===== config.mk =====
export PLATFORM = sky130hd
export DESIGN_NAME = mem_arbiter_flat
export DESIGN_NICKNAME = d
export VERILOG_FILES = /design/src/rtl/cpu_types_pkg.sv /design/src/rtl/mem_arbiter_pkg.sv /design/src/rtl/mem_arbiter_if.sv /design/src/rtl/mem_arbiter.sv /design/src/flat_wrapper.sv
export SDC_FILE = /design/constraint.sdc
export NUM_CORES = 1
export LEC_CHECK = 0
export BUFFER_PORTS_ARGS = -buffer_cell sky130_fd_sc_hd__buf_2
export CAP_MARGIN = 20
export CORE_AREA = 4 4 103 105
export DETAILED_ROUTE_END_ITERATION = 16
export DIE_AREA = 0 0 107 109
export PLACE_DENSITY = 0.55
export SYNTH_ARGS = -nofsm -noshare
export SYNTH_HDL_FRONTEND = slang
export SYNTH_SLANG_ARGS = --single-unit
export TNS_END_PERCENT = 20

===== constraint.sdc =====
create_clock -name CLK -period 3.31 [get_ports CLK]
set_clock_uncertainty 0.1 [all_clocks]
set_input_delay 0.331 -clock CLK [delete_from_list [all_inputs] [get_ports CLK]]
set_output_delay 0.331 -clock CLK [all_outputs]
set_load 0.02 [all_outputs]

===== src/rtl/cpu_types_pkg.sv =====
// Shared CPU-side types: the RAM word, the RAM status encoding and the
// arbiter state encoding.
package cpu_types_pkg;

    typedef logic [31:0] word_t;

    typedef enum logic [1:0] {
        FREE   = 2'd0,
        BUSY   = 2'd1,
        ACCESS = 2'd2,
        ERROR  = 2'd3
    } ramstate_t;

    typedef enum logic [1:0] {
        IDLE   = 2'd0,
        IGRANT = 2'd1,
        DGRANT = 2'd2,
        DHOLD  = 2'd3
    } arbstate_t;

endpackage


===== src/rtl/mem_arbiter_pkg.sv =====
// Arbiter-local constants and the saturating starvation-count helper.
package mem_arbiter_pkg;

    import cpu_types_pkg::*;

    localparam int STARVE_W = 8;

    typedef logic [STARVE_W-1:0] starve_t;

    localparam starve_t STARVE_ZERO = 8'd0;
    localparam word_t   WORD_ZERO   = 32'h0000_0000;

    // Advance the count of data grants taken over a waiting icache,
    // holding at the limit once reached.
    function automatic starve_t starve_inc(input starve_t cur, input starve_t lim);
        starve_t nxt;
        if (cur >= lim) begin
            nxt = lim;
        end else begin
            nxt = cur + 8'd1;
        end
        return nxt;
    endfunction

endpackage


===== src/rtl/mem_arbiter_if.sv =====
// Bundle of the icache, dcache and RAM-side signals around the arbiter.
// slave: the arbiter's view; master: the caches/RAM side (testbench).
interface mem_arbiter_if;

    // icache side
    logic                      iREN;
    cpu_types_pkg::word_t      iaddr;
    logic                      iwait;
    cpu_types_pkg::word_t      iload;

    // dcache side
    logic                      dREN;
    logic                      dWEN;
    cpu_types_pkg::word_t      daddr;
    cpu_types_pkg::word_t      dstore;
    logic                      dlock;
    logic                      dwait;
    cpu_types_pkg::word_t      dload;

    // RAM side
    logic                      ramREN;
    logic                      ramWEN;
    cpu_types_pkg::word_t      ramaddr;
    cpu_types_pkg::word_t      ramstore;
    cpu_types_pkg::word_t      ramload;
    cpu_types_pkg::ramstate_t  ramstate;
    logic                      memerr;

    modport slave (
        input  iREN, iaddr,
        input  dREN, dWEN, daddr, dstore, dlock,
        input  ramload, ramstate,
        output iwait, iload,
        output dwait, dload,
        output ramREN, ramWEN, ramaddr, ramstore,
        output memerr
    );

    modport master (
        output iREN, iaddr,
        output dREN, dWEN, daddr, dstore, dlock,
        output ramload, ramstate,
        input  iwait, iload,
        input  dwait, dload,
        input  ramREN, ramWEN, ramaddr, ramstore,
        input  memerr
    );

endinterface


===== src/rtl/mem_arbiter.sv =====
// Single-port RAM arbiter between icache and dcache. Data side has
// priority; a starvation count forces an icache grant after STARVE_MAX
// data grants taken while the icache waited. dlock parks the grant in
// DHOLD between words of a multi-word dcache transfer.
module mem_arbiter
    import cpu_types_pkg::*, mem_arbiter_pkg::*;
#(
    parameter int STARVE_MAX = 4
) (
    input  logic           CLK,
    input  logic           RST,
    mem_arbiter_if.slave   bus
);

    localparam starve_t STARVE_LIM = starve_t'(STARVE_MAX);

    arbstate_t state_q;
    arbstate_t state_d;
    starve_t   starve_q;
    starve_t   starve_d;
    logic      d_req_s;
    logic      i_forced_s;

    assign d_req_s    = bus.dREN | bus.dWEN;
    assign i_forced_s = bus.iREN & (starve_q == STARVE_LIM);

    // State and starvation-count registers, cleared asynchronously.
    always_ff @(posedge CLK or posedge RST) begin
        if (RST) begin
            state_q  <= IDLE;
            starve_q <= STARVE_ZERO;
        end else begin
            state_q  <= state_d;
            starve_q <= starve_d;
        end
    end

    // Next-state and starvation-count update.
    always_comb begin
        state_d  = state_q;
        starve_d = starve_q;
        case (state_q)
            IDLE: begin
                if (d_req_s && !i_forced_s) begin
                    state_d = DGRANT;
                    if (bus.iREN) begin
                        starve_d = starve_inc(starve_q, STARVE_LIM);
                    end else begin
                        starve_d = STARVE_ZERO;
                    end
                end else if (bus.iREN) begin
                    state_d  = IGRANT;
                    starve_d = STARVE_ZERO;
                end else begin
                    state_d  = IDLE;
                    starve_d = STARVE_ZERO;
                end
            end
            IGRANT: begin
                if (bus.ramstate == ACCESS || bus.ramstate == ERROR) begin
                    state_d = IDLE;
                end else begin
                    state_d = IGRANT;
                end
            end
            DGRANT: begin
                // An abandoned request releases the port without completing.
                if (!d_req_s) begin
                    state_d = IDLE;
                end else if (bus.ramstate == ACCESS) begin
                    if (bus.dlock) begin
                        state_d = DHOLD;
                    end else begin
                        state_d = IDLE;
                    end
                end else if (bus.ramstate == ERROR) begin
                    state_d = IDLE;
                end else begin
                    state_d = DGRANT;
                end
            end
            DHOLD: begin
                // Next locked word goes straight back to DGRANT, no bubble.
                if (d_req_s) begin
                    state_d = DGRANT;
                end else if (!bus.dlock) begin
                    state_d = IDLE;
                end else begin
                    state_d = DHOLD;
                end
            end
            default: begin
                state_d  = IDLE;
                starve_d = STARVE_ZERO;
            end
        endcase
    end

    // RAM drive and cache completion outputs, decoded from the grant
    // state and the live RAM status.
    always_comb begin
        bus.ramREN   = 1'b0;
        bus.ramWEN   = 1'b0;
        bus.ramaddr  = WORD_ZERO;
        bus.ramstore = WORD_ZERO;
        bus.iwait    = 1'b1;
        bus.iload    = WORD_ZERO;
        bus.dwait    = 1'b1;
        bus.dload    = WORD_ZERO;
        bus.memerr   = 1'b0;
        case (state_q)
            IGRANT: begin
                bus.ramREN  = 1'b1;
                bus.ramaddr = bus.iaddr;
                if (bus.ramstate == ACCESS) begin
                    bus.iwait = 1'b0;
                    bus.iload = bus.ramload;
                end else if (bus.ramstate == ERROR) begin
                    bus.memerr = 1'b1;
                end else begin
                    bus.iwait = 1'b1;
                end
            end
            DGRANT: begin
                bus.ramaddr  = bus.daddr;
                bus.ramstore = bus.dstore;
                bus.ramWEN   = bus.dWEN;
                // Write wins when both enables are raised.
                bus.ramREN   = bus.dREN & ~bus.dWEN;
                if (d_req_s && bus.ramstate == ACCESS) begin
                    bus.dwait = 1'b0;
                    bus.dload = bus.ramload;
                end else if (d_req_s && bus.ramstate == ERROR) begin
                    bus.memerr = 1'b1;
                end else begin
                    bus.dwait = 1'b1;
                end
            end
            default: begin
                // IDLE and DHOLD drive nothing onto the RAM.
                bus.ramREN = 1'b0;
            end
        endcase
    end

endmodule


===== src/flat_wrapper.sv =====
// flat-port wrapper written by rule: the top's interface ports become plain ports
module mem_arbiter_flat import cpu_types_pkg::*, mem_arbiter_pkg::*;
#(
    parameter int STARVE_MAX = 4
)
  (CLK, RST, bus_iREN, bus_iaddr, bus_dREN, bus_dWEN, bus_daddr, bus_dstore, bus_dlock, bus_ramload, bus_ramstate, bus_iwait, bus_iload, bus_dwait, bus_dload, bus_ramREN, bus_ramWEN, bus_ramaddr, bus_ramstore, bus_memerr);
  mem_arbiter_if bus_i ();
  input  logic CLK;
  input  logic RST;
  input wire logic [$bits(bus_i.iREN)-1:0] bus_iREN;
  input wire logic [$bits(bus_i.iaddr)-1:0] bus_iaddr;
  input wire logic [$bits(bus_i.dREN)-1:0] bus_dREN;
  input wire logic [$bits(bus_i.dWEN)-1:0] bus_dWEN;
  input wire logic [$bits(bus_i.daddr)-1:0] bus_daddr;
  input wire logic [$bits(bus_i.dstore)-1:0] bus_dstore;
  input wire logic [$bits(bus_i.dlock)-1:0] bus_dlock;
  input wire logic [$bits(bus_i.ramload)-1:0] bus_ramload;
  input wire logic [$bits(bus_i.ramstate)-1:0] bus_ramstate;
  output wire logic [$bits(bus_i.iwait)-1:0] bus_iwait;
  output wire logic [$bits(bus_i.iload)-1:0] bus_iload;
  output wire logic [$bits(bus_i.dwait)-1:0] bus_dwait;
  output wire logic [$bits(bus_i.dload)-1:0] bus_dload;
  output wire logic [$bits(bus_i.ramREN)-1:0] bus_ramREN;
  output wire logic [$bits(bus_i.ramWEN)-1:0] bus_ramWEN;
  output wire logic [$bits(bus_i.ramaddr)-1:0] bus_ramaddr;
  output wire logic [$bits(bus_i.ramstore)-1:0] bus_ramstore;
  output wire logic [$bits(bus_i.memerr)-1:0] bus_memerr;
  assign bus_i.iREN = bus_iREN;
  assign bus_i.iaddr = bus_iaddr;
  assign bus_i.dREN = bus_dREN;
  assign bus_i.dWEN = bus_dWEN;
  assign bus_i.daddr = bus_daddr;
  assign bus_i.dstore = bus_dstore;
  assign bus_i.dlock = bus_dlock;
  assign bus_i.ramload = bus_ramload;
  assign bus_i.ramstate = bus_ramstate;
  assign bus_iwait = bus_i.iwait;
  assign bus_iload = bus_i.iload;
  assign bus_dwait = bus_i.dwait;
  assign bus_dload = bus_i.dload;
  assign bus_ramREN = bus_i.ramREN;
  assign bus_ramWEN = bus_i.ramWEN;
  assign bus_ramaddr = bus_i.ramaddr;
  assign bus_ramstore = bus_i.ramstore;
  assign bus_memerr = bus_i.memerr;
  mem_arbiter #(.STARVE_MAX(STARVE_MAX)) u_core (.CLK(CLK), .RST(RST), .bus(bus_i));
endmodule

==> run_results.csv, run 1 <==
group,metric,value,unit
clock_network,cts.repair.resized,0,
finish,syn_to_final_growth,83.7,%
die,core,9640,µm²
setup_path,end_kind,"primary output",
setup_path,crit_family,"buffers and inverters",
routing,avgViaCountPerCell,4.24,
place,place_inst,631,
routing,remaining_drc_errors,0,
yosys,synthTopCellsByArea,"and2_1 (34%), dfrtp_1 (14%), a22oi_1 (13%)",
finish,finalNonFillerCells,635,
timing,fin_crit_sh,78.6,%
power,p_leak,1.97,nW
power,finalPower,0.00224,W
power,power_switching,0.00127,W
power,p_int,0.000976,W
die,die-width,107,µm
timing,grt_setup_unrepaired,"false",
setup_path,worstSetupStartpointType,"flip-flop",
power,pwr-share-seq,7.5,%
setup_path,crit_chain,"inv_1 -> ha_2 -> buf_4 -> nor2b_1 -> o2111a_1 -> buf_2",
global_route,grt_pass1_wl,12500,µm
place,dpl_cell_area,3230,µm²
hold_path,hold_class,"input pin to flip-flop",
clock_network,clk_latency,0.23,ns
timing,final-setup-viol-count,0,
yosys,seq_area_frac_synth,14.0,%
die,chipHeight,109,µm
flow_run,drv_cap,0,
global_route,grt_use_total,13.0,%
yosys,synth_enable_flop_cells,0,
clock_network,cts_buffers,3,
global_route,grt_max_degree,47,
timing,hold_violations,0,
finish,design_area,3280,µm²
finish,drive_gt1_share,55.8,%
yosys,synth.net_count,393,
power,power_frac_comb,87.0,%
clock_network,clk_pin_slew,0.05,ns
yosys,synth_top_area_share,34.0,%
routing,routedWlPerCell,13.4,µm
setup_path,cp_data_required_time,2.88,ns
routing,wl,8510,µm
setup_path,path_class,"flip-flop to primary output",
setup_path,cp_slowest_cell,"buf_4",
yosys,synth_top_area_cell,"and2_1",
clock_network,post_cts_buffers,0,
die,ios,269,
routing,vias,2694,
timing,slew_viol_final,0,
place,gp_congestion,0.801,
yosys,synth.distinct_cells,32,
yosys,async_flop_share,100,%
routing,first_pass_iters,4,
place,hpwlAfterDp,7230,µm
routing,drt_iter0_drc,148,
yosys,ys_seq_elements,10,
clock_network,clkSinkCount,10,
timing,fmax,0.384,GHz
global_route,grt.overflow.total,0,
power,clkPwrFrac,5.5,%
yosys,syn_inst,250,
routing,drtAntennaViolNets,0,
setup_path,critPathArrivalTime,2.17,ns
die,die-area,11700,µm²
yosys,syn_area,1780,µm²
finish,fin_util,34.0,%
power,ir_worst_vdd,0.357,mV
global_route,grt_pass1_vias,2622,
timing,finalSetupTns,0,ns
setup_path,critPathBufInv,3,
power,pwr_density_cell,685,nW/µm²
finish,fillers,1055,
place,port_buffers,268,
die,rows,36,
setup_path,crit_fanout,46,
clock_network,cts_root_buffer,"clkbuf_8",
timing,maxSlewHeadroom,44.0,%
timing,worst_pin_slew,0.840,ns
power,sw_frac_of_total,56.5,%
yosys,synth_flop_cell,"dfrtp_1",
clock_network,cts_buffer_depth,2,
finish,layout.nets,647,
clock_network,h-tree-depth,1,
yosys,synth_warnings,0,
yosys,syn_area_per_cell,7.14,µm²
finish,num_antenna_cells,0,
global_route,antenna_found_initial,0,
setup_path,max_stage_delay,0.45,ns
die,floorplan.initialDensity,18.5,%
clock_network,cts_tree,"done",
status,outcome,"finished, final reports clean",
timing,min_period,2.60,ns
==> flip-flops by register name, summed over array words and instances (netlist names) <==
name,count
u_core.starve_q,8
u_core.state_q,2
==> synth_stat cells (2+ instances only) <==
| master | count |
|---|---|
| ha_1 | 7 |
| o21ai_0 | 3 |
| clkbuf_1 | 22 |
| nor2b_1 | 38 |
| and2_1 | 97 |
| a21oi_1 | 2 |
| inv_1 | 8 |
| nor2_1 | 5 |
| nand2_1 | 5 |
| dfrtp_1 | 10 |
| a22oi_1 | 32 |
==> stage by stage <==
stage	hold WS (ns)	worst slack, ns
after global routing	0.329	0.486
after CTS	0.308	0.681
after detailed placement	0.247	0.932
after floorplan	0.0712	1.34
final	0.309	0.707
after global placement	0.232	1.01
==> what timing repair did <==
item | 4_1_cts | 5_1_grt
setup endpoints to repair | 0 | 0
hold buffers | 1 | 0
endpoints found under the hold margin | 10 | 0
==> kinds of logic after synthesis <==
group / Yosys count / synth area share (%)
AOI/OAI and AO/OA: 48 / 20.5
adders and majority gates: 7 / 4.91
buffers and inverters: 30 / 6.31
DFF: 10 / 14.0
muxes: 1 / 0.561
and+or+nand+nor: 154 / 53.7
==> final timing paths <==
check                              startpoint                  to  slack (ns)  cells after the start
max reg2reg                 u_core.state_q[0]   u_core.state_q[0]        1.24                      5
min in group asynchronous                 RST  u_core.starve_q[1]        0.53                      3
max                         u_core.state_q[0]          bus_memerr        0.71                      6
max in group asynchronous                 RST  u_core.starve_q[5]        2.29                      3
min                                  bus_iREN   u_core.state_q[0]        0.31                      3
min reg2reg                u_core.starve_q[7]  u_core.starve_q[7]        0.44                      2
==> power by group through the flow <==
| stage | registers, W | logic (W) | clock network (W) |
|---|---|---|---|
| detailed placement | 0.000170 | 0.00198 | 0 |
| global placement | 0.000167 | 0.00196 | 0 |
| global route | 0.000173 | 0.00214 | 0.000133 |
| floorplan | 0.000164 | 0.00136 | 0 |
| finish | 0.000169 | 0.00195 | 0.000124 |
| CTS | 0.000168 | 0.00199 | 0.000129 |
==> area by class of cell <==
cell class	instances	area, µm²	share of cell area [%]
clock buffers	3	41.3	1.26
inverters	8	30.0	0.916
flip-flops and latches	10	250	7.63
multi-input cells	210	1420	43.4
repair buffers	271	1370	41.7
well taps	133	166	5.08
==> metal layers <==
layer,routed length (µm),vias to the layer above,share of wire [%],GRT usage (%)
met2,4460,162,52,25.3
li1,-,1333,-,-
met5,0,-,0,0
met3,867,6,10,2.78
met4,102,0,1.2,3.56
met1,3080,1193,36,14.3
==> cells in the final DEF (no fill, tap or decap), types with 2 or more instances in the layout <==
| master | instances |
|---|---|
| buf_2 | 268 |
| and2_1 | 97 |
| nor2b_1 | 38 |
| a22oi_1 | 32 |
| dfrtp_1 | 10 |
| inv_1 | 8 |
| ha_1 | 6 |
| nor2_1 | 5 |
| nand2_1 | 5 |
| o21ai_0 | 3 |
| clkbuf_8 | 3 |
| a21oi_1 | 2 |
| buf_4 | 2 |
==> tightest hold or removal path, stage by stage <==
cell and delay, ns:
buf_2 0.10, nand2_1 0.09, a221oi_2 0.07
Power figures use the tool's default switching activity.
==> run 2: changes to the inputs <==
==> constraint.sdc (replaced) <==
create_clock -name CLK -period 2.4 [get_ports CLK]
set_clock_uncertainty 0.1 [all_clocks]
set_input_delay 0.24 -clock CLK [delete_from_list [all_inputs] [get_ports CLK]]
set_output_delay 0.24 -clock CLK [all_outputs]
set_load 0.02 [all_outputs]
==> run_results.csv, run 2 (synthesis gave the netlist of run 1 again) <==
group,metric,value,unit
global_route,grt_pass1_vias,2599,
place,gp_congestion,0.804,
routing,remaining_drc_errors,0,
routing,drt_iter0_drc,136,
finish,final_common_cell,"buf_2",
timing,grt_setup_unrepaired,"false",
routing,met3_length,940,µm
clock_network,post_cts_buffers,0,
finish,largest_register_ffs,8,
setup_path,crit_family,"buffers and inverters",
routing,avgViaCountPerCell,4.29,
global_route,antenna_found_initial,0,
status,outcome,"finished, final reports clean",
routing,wl_met1,2800,µm
clock_network,h-tree-depth,1,
clock_network,clk_latency,0.23,ns
setup_path,worstSetupStartpointType,"flip-flop",
finish,num_antenna_cells,0,
timing,slew_viol_final,0,
routing,wl,8270,µm
setup_path,critPathArrivalTime,1.86,ns
routing,vias,2735,
setup_path,max_stage_delay,0.39,ns
finish,regMostFlops,"u_core.starve_q",
hold_path,hold_class,"input pin to flip-flop",
place,port_buffers,268,
global_route,grt_pass1_wl,11900,µm
place,dpl_cell_area,3250,µm²
setup_path,cp_data_required_time,2.06,ns
timing,fin_crit_sh,91.7,%
die,rows,36,
finish,drive_gt1_share,56.0,%
routing,drtAntennaViolNets,0,
die,ios,269,
finish,mostFrequentLayoutCells,"buf_2 (268), and2_1 (97), nor2b_1 (38)",
power,p_leak,1.98,nW
global_route,grt_max_degree,43,
setup_path,critPathBufInv,4,
setup_path,cp_slowest_cell,"dfrtp_1",
finish,layout.nets,650,
finish,syn_to_final_growth,85.4,%
global_route,grt.overflow.total,0,
finish,reg_top3,"u_core.starve_q x8, u_core.state_q x2",
clock_network,clk_pin_slew,0.04,ns
timing,fmax,0.454,GHz
setup_path,end_kind,"primary output",
clock_network,cts_tree,"done",
die,die-width,107,µm
global_route,grt_use_total,12.3,%
die,die-area,11700,µm²
timing,min_period,2.20,ns
die,core,9640,µm²
setup_path,crit_chain,"inv_1 -> ha_2 -> buf_6 -> buf_4 -> and2_1 -> buf_2",
clock_network,cts_buffers,3,
setup_path,crit_fanout,42,
finish,design_area,3310,µm²
routing,routedWlPerCell,13.0,µm
timing,maxSlewHeadroom,72.8,%
timing,hold_violations,0,
clock_network,clkSinkCount,10,
clock_network,cts_root_buffer,"clkbuf_8",
timing,finalSetupTns,0,ns
power,ir_worst_vdd,0.414,mV
routing,maxUsedRoutingLayer,"met4",
place,hpwlAfterDp,7190,µm
clock_network,cts_buffer_depth,2,
routing,first_pass_iters,5,
die,floorplan.initialDensity,18.5,%
routing,wl_met2,4370,µm
timing,final-setup-viol-count,0,
timing,worst_pin_slew,0.406,ns
die,chipHeight,109,µm
setup_path,path_class,"flip-flop to primary output",
power,pwr_density_cell,937,nW/µm²
flow_run,drv_cap,0,
==> run 2: layout make-up <==
type	instances	area, µm²
fill	1073	6330
multi-input combinational	210	1430
timing repair buffer	274	1390
sequential	10	250
tap	133	166
clock buffer	3	41.3
inverter	8	30.0
==> run 2: where the power goes <==
group | switching [W] | total (W) | internal, W | leakage [nW]
registers | 0.0000272 | 0.000232 | 0.000204 | 0.135
logic | 0.00164 | 0.00270 | 0.00105 | 1.83
clock network | 0.0000607 | 0.000170 | 0.000109 | 0.0216
==> run 2: metrics by stage <==
stage / cells / total power (W) / hold WS [ns] / utilization, % / worst slack [ns]
2_1_floorplan: 250 / 0.00210 / -0.0198 / - / 0.517
3_3_place_gp: 634 / 0.00292 / 0.147 / 33.7 / 0.419
3_5_place_dp: 634 / 0.00295 / 0.157 / 33.7 / 0.353
4_1_cts: 638 / 0.00313 / 0.221 / 34.2 / 0.0968
5_1_grt: 638 / 0.00336 / 0.226 / 34.3 / 0.0684
6_report: 638 / 0.00310 / 0.223 / 34.3 / 0.198
==> run 2: path summary, 6_finish.rpt <==
path                            slack, ns                  to                from  cells after the start
worst min-delay path                 0.22   u_core.state_q[0]            bus_iREN                      3
min in group asynchronous            0.43  u_core.starve_q[6]                 RST                      3
worst min register to register       0.44  u_core.starve_q[4]  u_core.starve_q[4]                      1
worst max-delay path                 0.20    bus_ramstore[14]   u_core.state_q[0]                      6
max in group asynchronous            1.49  u_core.starve_q[2]                 RST                      3
worst max register to register       0.70  u_core.starve_q[7]   u_core.state_q[0]                      6
==> run 2: worst min-delay path, cell delays in order <==
cell,delay [ns]
buf_2,0.10
nand2_1,0.09
a221oi_2,0.07
==> run 2: timing repair <==
item,4_1_cts,5_1_grt
endpoints found under the hold margin,10,0
gates resized for setup,0,2
endpoints found under the setup margin,0,22
hold buffers,1,0
==> run 2: routing by layer <==
layer  vias to the layer above  global-route usage [%]
met4                         0                    4.38
met5                         -                       0
li1                       1342                       -
met1                      1217                    12.0
met3                        10                    3.26
met2                       166                    24.7
==> run 3: changes to the inputs <==
--- a/config.mk
+++ b/config.mk
@@ -10,6 +10,7 @@
 export CORE_AREA = 4 4 103 105
 export DETAILED_ROUTE_END_ITERATION = 16
 export DIE_AREA = 0 0 107 109
+export GPL_TIMING_DRIVEN = 0
 export PLACE_DENSITY = 0.55
 export SYNTH_ARGS = -nofsm -noshare
 export SYNTH_HDL_FRONTEND = slang
==> run_results.csv, run 3 (synthesis gave the netlist of run 1 again) <==
group,metric,value,unit
setup_path,cp_slowest_cell,"clkbuf_1",
die,chipHeight,109,µm
clock_network,cts_buffer_depth,2,
hold_path,hold_class,"input pin to flip-flop",
place,port_buffers,268,
setup_path,worstSetupStartpointType,"flip-flop",
die,floorplan.initialDensity,18.5,%
global_route,grt_max_degree,11,
routing,wl,8870,µm
die,core,9640,µm²
finish,regMostFlops,"u_core.starve_q",
finish,design_area,3370,µm²
global_route,grt_use_total,13.5,%
power,ir_worst_vdd,0.356,mV
setup_path,r2r-start,"u_core.state_q[0]",
finish,fillers,1071,
routing,vias,2808,
routing,avgViaCountPerCell,4.29,
hold_path,hold_depth,3,
timing,fmax,0.444,GHz
routing,first_pass_iters,4,
timing,final-setup-viol-count,0,
setup_path,reg2reg_slack,0.65,ns
die,die-area,11700,µm²
timing,hold_violations,0,
routing,drtAntennaViolNets,0,
global_route,antenna_found_initial,2,
place,place_ws,-0.0221,ns
hold_path,hold_end,"u_core.state_q[0]",
setup_path,end_kind,"primary output",
routing,drt_iter0_drc,167,
clock_network,clkSinkCount,10,
finish,syn_to_final_growth,88.9,%
hold_path,hp-start,"bus_iREN",
clock_network,clk_latency,0.24,ns
setup_path,r2r_end,"u_core.state_q[0]",
flow_run,drv_cap,0,
timing,min_period,2.25,ns
clock_network,clk_pin_slew,0.05,ns
setup_path,max_stage_delay,0.40,ns
finish,mostFrequentLayoutCells,"buf_2 (269), and2_1 (97), nor2b_1 (38)",
finish,largest_register_ffs,8,
global_route,grt.overflow.total,0,
clock_network,cts_buffers,3,
place,hpwlAfterDp,7780,µm
setup_path,crit_fanout,10,
setup_path,crit_chain,"inv_1 -> ha_2 -> clkbuf_1 -> a22oi_1 -> nor2b_1 -> buf_2",
place,dpl_cell_area,3290,µm²
timing,slew_viol_final,0,
clock_network,cts_root_buffer,"clkbuf_8",
global_route,grt_pass1_vias,2830,
timing,finalSetupTns,0,ns
place,gp_congestion,0.786,
global_route,grt_pass1_wl,12900,µm
timing,setup_ws,0.150,ns
routing,routedWlPerCell,13.5,µm
power,pwr_density_cell,959,nW/µm²
status,outcome,"finished, final reports clean",
timing,maxSlewHeadroom,70.4,%
die,rows,36,
setup_path,cp_data_required_time,2.06,ns
finish,final_common_cell,"buf_2",
timing,worst_pin_slew,0.445,ns
power,finalPower,0.00323,W
finish,drive_gt1_share,56.4,%
power,p_leak,2.03,nW
die,die-width,107,µm
clock_network,cts_tree,"done",
finish,layout.nets,666,
die,ios,269,
timing,fin_crit_sh,93.7,%
setup_path,r2r_cells,6,
clock_network,h-tree-depth,1,
routing,remaining_drc_errors,0,
setup_path,path_class,"flip-flop to primary output",
timing,grt_setup_unrepaired,"true",
finish,reg_top3,"u_core.starve_q x8, u_core.state_q x2",
setup_path,critPathArrivalTime,1.91,ns
-- run 3: cell types whose count changed in the layout (fill, tap and decap cells not counted) --
cell and change:
clkbuf_1 +6, clkbuf_4 +1, and3b_2 +1, clkbuf_2 +13, buf_2 +1, buf_4 -4, diode_2 +1, buf_6 -1
and3b_1 -1
-- run 3: routing by layer --
layer / wire (µm) / vias up / part of all wire (%) / global-route usage (%)
li1: - / 1379 / - / -
met1: 3100 / 1247 / 35 / 14.4
met2: 4660 / 169 / 53 / 25.4
met3: 973 / 11 / 11 / 3.37
met4: 117 / 2 / 1.3 / 4.93
met5: 12 / - / 0.14 / 0
-- run 3: layout make-up --
type	instances	area, µm²	area share (%)
inverters	8	30.0	0.891
multi-input cells	210	1430	42.4
clock buffers	3	41.3	1.22
well taps	133	166	4.94
repair buffers	269	1350	40.1
flip-flops and latches	10	250	7.42
diodes	1	2.50	0.0742
plain buffers	21	100	2.97
-- run 3: what timing repair did --
item                                    CTS  global route
endpoints found under the setup margin  122            93
gates resized for setup                  10            17
pin swaps                                 0             0
hold buffers                              1             0
setup buffers                             0             0
endpoints found under the hold margin    10             0
-- run 3: worst max-delay path, delay by kind of cell (launching register included) --
family                   cells  cell delay (ns)
AO/OA/AOI/OAI                1             0.12
AND/OR/NAND/NOR              1             0.14
buffers and inverters        3             0.69
adder cells (fa/ha/maj)      1             0.33
flip-flops                   1             0.39
-- run 3: power breakdown --
group	switching [W]	internal (W)
sequential	0.0000253	0.000204
clock	0.0000637	0.000110
combinational	0.00173	0.00110
-- run 3: metrics by stage --
| stage | utilization, % | cells | hold WS, ns |
|---|---|---|---|
| final | 35.0 | 655 | 0.209 |
| after global routing | 35.0 | 655 | 0.216 |
| after CTS | 34.8 | 654 | 0.194 |
| after detailed placement | 34.2 | 651 | 0.138 |
| after global placement | 34.2 | 651 | 0.135 |
| after floorplan | - | 250 | -0.0198 |
-- run 3: how the worst max path moves through the flow --
stage / start / endpoint / cells after the start
after floorplan: u_core.state_q[1] / bus_ramaddr[0] / 6
after global placement: u_core.state_q[1] / bus_iload[10] / 7
after detailed placement: u_core.state_q[1] / bus_iload[5] / 7
after CTS: u_core.state_q[1] / bus_iload[15] / 6
after global routing: u_core.state_q[0] / bus_ramaddr[9] / 7
final: u_core.state_q[1] / bus_ramaddr[8] / 6
